### config.mk
export PLATFORM = sky130hd
export DESIGN_NAME = mem_arbiter
export DESIGN_NICKNAME = d
export VERILOG_FILES = /design/src/rtl/mem_arbiter.sv
export SDC_FILE = /design/constraint.sdc
export NUM_CORES = 1
export LEC_CHECK = 0
export CAP_MARGIN = 30
export CORE_MARGIN = 4
export CORE_UTILIZATION = 30
export CTS_BUF_LIST = sky130_fd_sc_hd__clkbuf_16
export DETAILED_ROUTE_END_ITERATION = 12
export HOLD_SLACK_MARGIN = 0.05
export PLACE_DENSITY = 0.81
export RECOVER_POWER = 50
export SKIP_LAST_GASP = 1
export SYNTH_ARGS = -nofsm -noshare
export SYNTH_HDL_FRONTEND = slang
export SYNTH_SLANG_ARGS = --single-unit
### constraint.sdc
create_clock -name clk -period 1.78 [get_ports clk]
set_input_delay 0.356 -clock clk [delete_from_list [all_inputs] [get_ports clk]]
set_output_delay 0.356 -clock clk [all_outputs]
set_load 0.005 [all_outputs]
### src/rtl/mem_arbiter.sv
// Two-master arbiter (IFU read-only, LSU read/write) in front of a single memory port.
// One transaction in flight, round-robin on contention, hung memory turned into an error response.
module mem_arbiter #(
    parameter int ADDR_W  = 32,
    parameter int DATA_W  = 32,
    parameter int WMASK_W = 8,
    parameter int TIMEOUT = 255,
    parameter int CNT_W   = 8
) (
    input  logic               clk,
    input  logic               rst,

    input  logic               ifu_req_valid,
    output logic               ifu_req_ready,
    input  logic [ADDR_W-1:0]  ifu_addr,
    output logic               ifu_resp_valid,
    input  logic               ifu_resp_ready,
    output logic [DATA_W-1:0]  ifu_rdata,
    output logic               ifu_resp_err,

    input  logic               lsu_req_valid,
    output logic               lsu_req_ready,
    input  logic [ADDR_W-1:0]  lsu_addr,
    input  logic               lsu_wen,
    input  logic [DATA_W-1:0]  lsu_wdata,
    input  logic [WMASK_W-1:0] lsu_wmask,
    output logic               lsu_resp_valid,
    input  logic               lsu_resp_ready,
    output logic [DATA_W-1:0]  lsu_rdata,
    output logic               lsu_resp_err,

    output logic               mem_req_valid,
    input  logic               mem_req_ready,
    output logic [ADDR_W-1:0]  mem_addr,
    output logic               mem_wen,
    output logic [DATA_W-1:0]  mem_wdata,
    output logic [WMASK_W-1:0] mem_wmask,
    input  logic               mem_resp_valid,
    output logic               mem_resp_ready,
    input  logic [DATA_W-1:0]  mem_rdata
);

    // state | meaning
    // IDLE  | no transaction; grant a requester, drain stale responses
    // ISSUE | mem_req_valid high until memory accepts
    // WAIT  | forward memory response to owner; timeout counter runs
    // ERR   | memory hung; owner gets an error response
    typedef enum logic [1:0] {IDLE, ISSUE, WAIT, ERR} state_t;
    typedef enum logic {OWN_IFU, OWN_LSU} who_t;

    localparam logic [CNT_W-1:0] CNT_LIMIT = CNT_W'(TIMEOUT);
    localparam logic [CNT_W-1:0] CNT_ONE   = CNT_W'(1);

    state_t           state;
    who_t             owner;
    who_t             last;
    logic [CNT_W-1:0] cnt;

    logic grant_ifu;
    logic grant_lsu;
    logic own_ifu;
    logic own_lsu;
    logic in_wait;
    logic in_err;
    logic owner_resp_ready;
    logic [DATA_W-1:0] fwd_rdata;

    always_comb begin
        grant_ifu = 1'b0;
        grant_lsu = 1'b0;
        if (state == IDLE) begin
            if (ifu_req_valid && lsu_req_valid) begin
                grant_ifu = (last == OWN_LSU);
                grant_lsu = (last == OWN_IFU);
            end else begin
                grant_ifu = ifu_req_valid;
                grant_lsu = lsu_req_valid;
            end
        end
    end

    assign own_ifu          = (owner == OWN_IFU);
    assign own_lsu          = (owner == OWN_LSU);
    assign in_wait          = (state == WAIT);
    assign in_err           = (state == ERR);
    assign owner_resp_ready = own_ifu ? ifu_resp_ready : lsu_resp_ready;
    // Writes return no data even if the memory drives something on rdata.
    assign fwd_rdata        = mem_wen ? '0 : mem_rdata;

    // Everything handshake-related is gated by rst so the block is silent while held in reset.
    assign ifu_req_ready  = rst & grant_ifu;
    assign lsu_req_ready  = rst & grant_lsu;
    assign mem_req_valid  = rst & (state == ISSUE);
    assign mem_resp_ready = rst & ((state == IDLE) | in_err | (in_wait & owner_resp_ready));

    assign ifu_resp_valid = rst & own_ifu & ((in_wait & mem_resp_valid) | in_err);
    assign lsu_resp_valid = rst & own_lsu & ((in_wait & mem_resp_valid) | in_err);
    assign ifu_resp_err   = rst & own_ifu & in_err;
    assign lsu_resp_err   = rst & own_lsu & in_err;
    assign ifu_rdata      = (rst & own_ifu & in_wait) ? fwd_rdata : '0;
    assign lsu_rdata      = (rst & own_lsu & in_wait) ? fwd_rdata : '0;

    always_ff @(posedge clk or negedge rst) begin
        if (!rst) begin
            state     <= IDLE;
            owner     <= OWN_LSU;
            last      <= OWN_LSU;
            cnt       <= '0;
            mem_addr  <= '0;
            mem_wen   <= 1'b0;
            mem_wdata <= '0;
            mem_wmask <= '0;
        end else begin
            case (state)
                IDLE: begin
                    if (grant_ifu) begin
                        mem_addr  <= ifu_addr;
                        mem_wen   <= 1'b0;
                        mem_wdata <= '0;
                        mem_wmask <= '0;
                        owner     <= OWN_IFU;
                        last      <= OWN_IFU;
                        state     <= ISSUE;
                    end else if (grant_lsu) begin
                        mem_addr  <= lsu_addr;
                        mem_wen   <= lsu_wen;
                        mem_wdata <= lsu_wdata;
                        mem_wmask <= lsu_wmask;
                        owner     <= OWN_LSU;
                        last      <= OWN_LSU;
                        state     <= ISSUE;
                    end
                end
                ISSUE: begin
                    if (mem_req_ready) begin
                        cnt   <= '0;
                        state <= WAIT;
                    end
                end
                WAIT: begin
                    if (mem_resp_valid && owner_resp_ready) begin
                        state <= IDLE;
                    end else if (!mem_resp_valid && (TIMEOUT != 0)) begin
                        // A response stalled by the owner is not a hung memory, so only count idle cycles.
                        cnt <= cnt + CNT_ONE;
                        if (cnt + CNT_ONE == CNT_LIMIT)
                            state <= ERR;
                    end
                end
                ERR: begin
                    if (owner_resp_ready)
                        state <= IDLE;
                end
                default: state <= IDLE;
            endcase
        end
    end

endmodule

[After elaboration in Yosys (flattened, before gate mapping)]
Index checks and enable logic that the tools add are counted.
Storage, ports and cells
  word-level logic and storage cells: 75
  output and inout port bits: 145
  input bits: 145
  bits in registers: 84
Operators by class
  add/sub/neg operators: 1
  mux-type cells: 30
  reductions and logical operators: 8
  bitwise logic cells: 18
  equality and inequality tests: 11
Operators with widths (count)
  two-way mux 32 bit: 7
  two-way mux 8 bit: 5
  case mux 8 bit (2 select lines): 1
  bitwise AND 1 bit: 14
  two-way mux 2 bit: 7
  two-way mux 1 bit: 9
  adder 8 x 1 -> 8 bit, second input constant: 1
  == test 8 bit, second input constant: 1
  case mux 2 bit (4 select lines): 1
  != test 2 bit, second input constant: 3
  AND reduction 5 bit: 1
  == test 2 bit, second input constant: 2
  AND reduction 4 bit: 1
  nonzero test 2 bit: 2
  != test 3 x 1 -> 1 bit, second input constant: 1
  != test 3 x 2 -> 1 bit, second input constant: 1
  != test 3 bit, second input constant: 1
  bitwise OR 1 bit: 3
  == test 2 x 1 -> 1 bit, second input constant: 1
  logical AND 1 bit: 2
  zero test 2 bit: 1
  != test 2 x 1 -> 1 bit, second input constant: 1
  AND reduction 2 bit: 1
  NOT 1 bit: 1

[Depth between registers and ports, before layout]
  depth in word-level cells: 6
  depth in mapped cells: 9
  depth with buffers taken out: 7

[Worst setup path after synthesis]
OpenSTA, ideal clock, no wires.
  path kind: register -> output
  start point: register state[1]
  end point: output lsu_req_ready
  buffers on the path: 2
  arrival: 1.623 ns
  required time: 1.424 ns
  path slack: -0.199 ns
  cell stages (with the launch flop): 8
  cells stage by stage: dfrtp_1 inv_1 ha_1 nand2_1 a21oi_1 buf_2 clkbuf_1 and2_1
On the way
  cells in the longest elaborated chain, start to end: 3
Ends and longest elaborated chain
  start: declaration: RTL line 54  | state_t state;
  start signal: assignment: RTL line 105  | state <= IDLE;
  start signal: assignment: RTL line 123  | state <= ISSUE;
  start signal: assignment: RTL line 131  | state <= ISSUE;
  zero test 2 bit: RTL line 71  | if (state == IDLE) begin
  two-way mux 1 bit: RTL line 71
  bitwise AND 1 bit: RTL line 92  | assign lsu_req_ready = rst & grant_lsu;
  end: declaration: RTL line 22  | output logic lsu_req_ready,
Every way passes these cells.

[Worst setup path after layout]
  start point: register state[0]
  end point: output ifu_rdata[3]
On the way
  cells in the longest elaborated chain, start to end: 3
Ends and longest elaborated chain
  == test 2 bit: RTL line 84  | assign in_wait = (state == WAIT);
  bitwise AND 1 bit: RTL line 100  | assign ifu_rdata = (rst & own_ifu & in_wait) ? fwd_rdata : '0;
  two-way mux 32 bit: RTL line 100
  end: declaration: RTL line 18  | output logic [DATA_W-1:0] ifu_rdata,
Every way passes these cells.

==> qor.yml <==
logic_synthesis:
  synth_most_common_cell: "dfrtp_1"
  synth.top_cell.area_share_pct: 49.3
  syn_inst: 452
  synthArstFlopShare_pct: 100
  synth.area.top_cells: "dfrtp_1, a22o_1, nor2_1"
  synth.avg_cell_area_sq_um: 9.31
  synth_top_family_by_area: "simple AND/OR/NAND/NOR gates"
  ys_types: 38
  syn_area_sq_um: 4210
  yosysWarnings: 0
  synth_top_flop_cell: "dfrtp_1"
  synth_edf_count: 0
  synth_common_cells: "dfrtp_1, nor2_1, nand2_1"
  yosys.area_share.simple_pct: 20.9
  syn-num-nets: 603
  yosysSeqAreaShare_pct: 50.0
  synth_compound_area_share_pct: 18.6
  synthAdderAreaFrac_pct: 1.78
  synth_xor_area_share_pct: 0
  ys_ff_latch: 84
  synth_top_area_cell: "dfrtp_1"
  muxShareOfSynthArea_pct: 4.79
clock_tree:
  cts.sinks: 84
  h-tree-depth: 3
  cts_root_buf: "clkbuf_16"
  clkTransAtPathRegs_ps: 70
  worstSkewPairLatency_ps: 330
  cts-buffers-inserted: 9
  clockBufferDepth: 2
  cts_tree: "yes"
detailed_routing:
  dr_total_vias: 4772
  vias_per_cell: 4.82
  drt_pass1_iterations: 4
  drc: 0
  drt-wirelength-per-cell_microns: 17.0
  drt-initial-drc-count: 183
  antenna_left: 0
  wl_microns: 16800
final_layout:
  synthToLayoutAreaGrowth_pct: 107
  nNetsFinal: 956
  diodes: 0
  drive_above_1_share_pct: 26.5
  design_area_sq_um: 8700
timing:
  tightest_slew_ps: 1050
  grt_setup_unrepaired: "yes"
  min_period_over_period_pct: 117
  setup_viol_count_final: 142
  fmaxAchievable_ghz: 0.479
  fin_skew_ps: 8.43
  fin_crit_ps: 2090
  slew_headroom_pct: 30.2
  slew_viol_final: 0
  finalHoldViolCount: 0
  finalWorstSetupSlack_ps: -308
setup_path:
  cp_data_required_time_ps: 1420
  r2r_setup_slack_ps: -240
  worstSetupPathType: "register to output pin"
  reg2reg_from: "state[0]"
  critPathMaxFanout: 6
  start_kind: "register"
  rr_worst_depth: 12
  rr_endpoint: "mem_addr[28]"
  endpoint_kind: "output pin"
  arrival_ps: 1730
placed_design:
  io_buffers: 289
  place_congestion: 0.852
  place_area_sq_um: 7640
  dpl_worst_slack_ps: -373
  detailed_place_hpwl_microns: 11800
grt:
  grt_max_degree: 44
  antenna_found_initial: 0
  grt_pass1_vias: 4925
  met2_usage_pct: 38.4
  met1_usage_pct: 21.0
  grt.overflow.total: 0
  grt-busiest-layer: "met2"
  grt_use_met3_pct: 6.40
  grt_usage_pct: 20.1
  grt_pass1_wl_microns: 25500
min_path:
  min_from: "mem_addr[25]"
  hold_end: "mem_addr[25]"
  whs_path_depth: 2
  worstHoldPathType: "register to register"
floorplanning:
  coreArea_sq_um: 13800
  io_pins: 290
  die_h_microns: 126
  die-area_sq_um: 16000
  std_cell_rows: 43
  start_util_pct: 30.4
  fp.dieW_microns: 126
run_status:
  violations: "negative setup slack"
  outcome: "finished with violations"
power:
  p_leak_uw: 0.00393
  power_density_nw_per_um2: 1440
  vdd_drop_max_mv: 0.825
  power.total_uw: 12500
flow_run:
  drv_cap: 0
[cell families after synthesis]
family                   after synthesis
AND/OR/NAND/NOR                      193
adder cells (fa/ha/maj)                6
flip-flops                            84
buffers and inverters                 42
AO/OA/AOI/OAI                        107
multiplexers                          20
[cell usage in the layout (no fill, tap or decap), types with 3 or more instances in the layout]
master           Yosys  final
a22oi_1             17     16
bufbuf_16            0      3
a22o_1              42     42
buf_8                0      3
buf_16               0      6
nor2_2               0     18
buf_2                6     34
nand2_1             63     62
clkbuf_16            0      9
nand4_1              3      3
clkbuf_2             0     12
ha_4                 0      4
buf_6                0     12
a31oi_1              4      4
nand2b_1            35     34
o21ai_0             26     20
inv_1                7      5
nor2_1              74     37
dlygate4sd2_1        0     20
o21ai_1              0      5
dfrtp_1             83     83
clkdlybuf4s15_2      0      6
buf_4                1     47
o211ai_1             3      3
buf_12               0     16
clkdlybuf4s50_1      0    216
mux2i_1             19     19
nand3b_1             3      3
nor2_4               0     19
[through the flow]
step / hold slack (ps) / instances / utilization, % / TNS [ps]
2_1_floorplan: 60.4 / 452 / - / -124
3_3_place_gp: 336 / 931 / 55.3 / -24410
3_5_place_dp: 340 / 931 / 55.3 / -26830
4_1_cts: 316 / 981 / 61.5 / -24880
5_1_grt: 485 / 990 / 63.0 / -39010
6_report: 463 / 990 / 63.0 / -27840
[metal layers]
metal,up-vias,routed length [microns]
met5,-,0
met4,0,257
met3,21,1520
met2,229,8960
met1,2250,6080
li1,2272,-
[where the power goes]
group	internal [uW]	switching, uW
logic	4330	2800
registers	2790	522
clock network	1250	805
total	8370	4130
[registers in the layout, summed over array words and instances, names as in the netlist]
signal,flops
mem_wen,1
state,2
mem_wdata,32
mem_wmask,8
mem_addr,32
cnt,8
last,1
[cell type report]
| class | instances | area [sq um] |
|---|---|---|
| timing repair buffer | 377 | 3760 |
| inverter | 7 | 26.3 |
| multi-input combinational | 326 | 2250 |
| clock buffer | 9 | 225 |
| clock inverter | 7 | 105 |
| tap | 180 | 225 |
| fill | 1139 | 5120 |
| sequential | 84 | 2100 |
[worst max-delay path by stage]
| stage | from | end | slack (ps) | depth (start not counted) |
|---|---|---|---|---|
| 6_report | state[0] | ifu_rdata[3] | -310 | 9 |
| 5_1_grt | state[0] | ifu_rdata[20] | -370 | 9 |
| 4_1_cts | state[0] | ifu_rdata[3] | -300 | 9 |
| 3_5_place_dp | lsu_resp_ready | mem_resp_ready | -370 | 5 |
| 3_3_place_gp | lsu_resp_ready | mem_resp_ready | -400 | 5 |
| 2_1_floorplan | cnt[0] | state[0] | -40 | 6 |
[what timing repair did]
action	4_1_cts	5_1_grt
endpoints found under the hold margin	5	0
gates cloned	9	0
endpoints found under the setup margin	140	154
hold buffers	1	0
pin swaps	15	11
resized for setup	254	77
buffers inserted	26	10
[worst max-delay path, stage by stage (launching register included)]
cell and delay, ps:
dfrtp_1 390, inv_2 80, ha_4 140, buf_6 80
nand3b_1 80, buf_6 150, buf_12 130, buf_16 140
nor2_2 90, buf_2 120
Note: power is estimated with default switching activity, not from simulation.
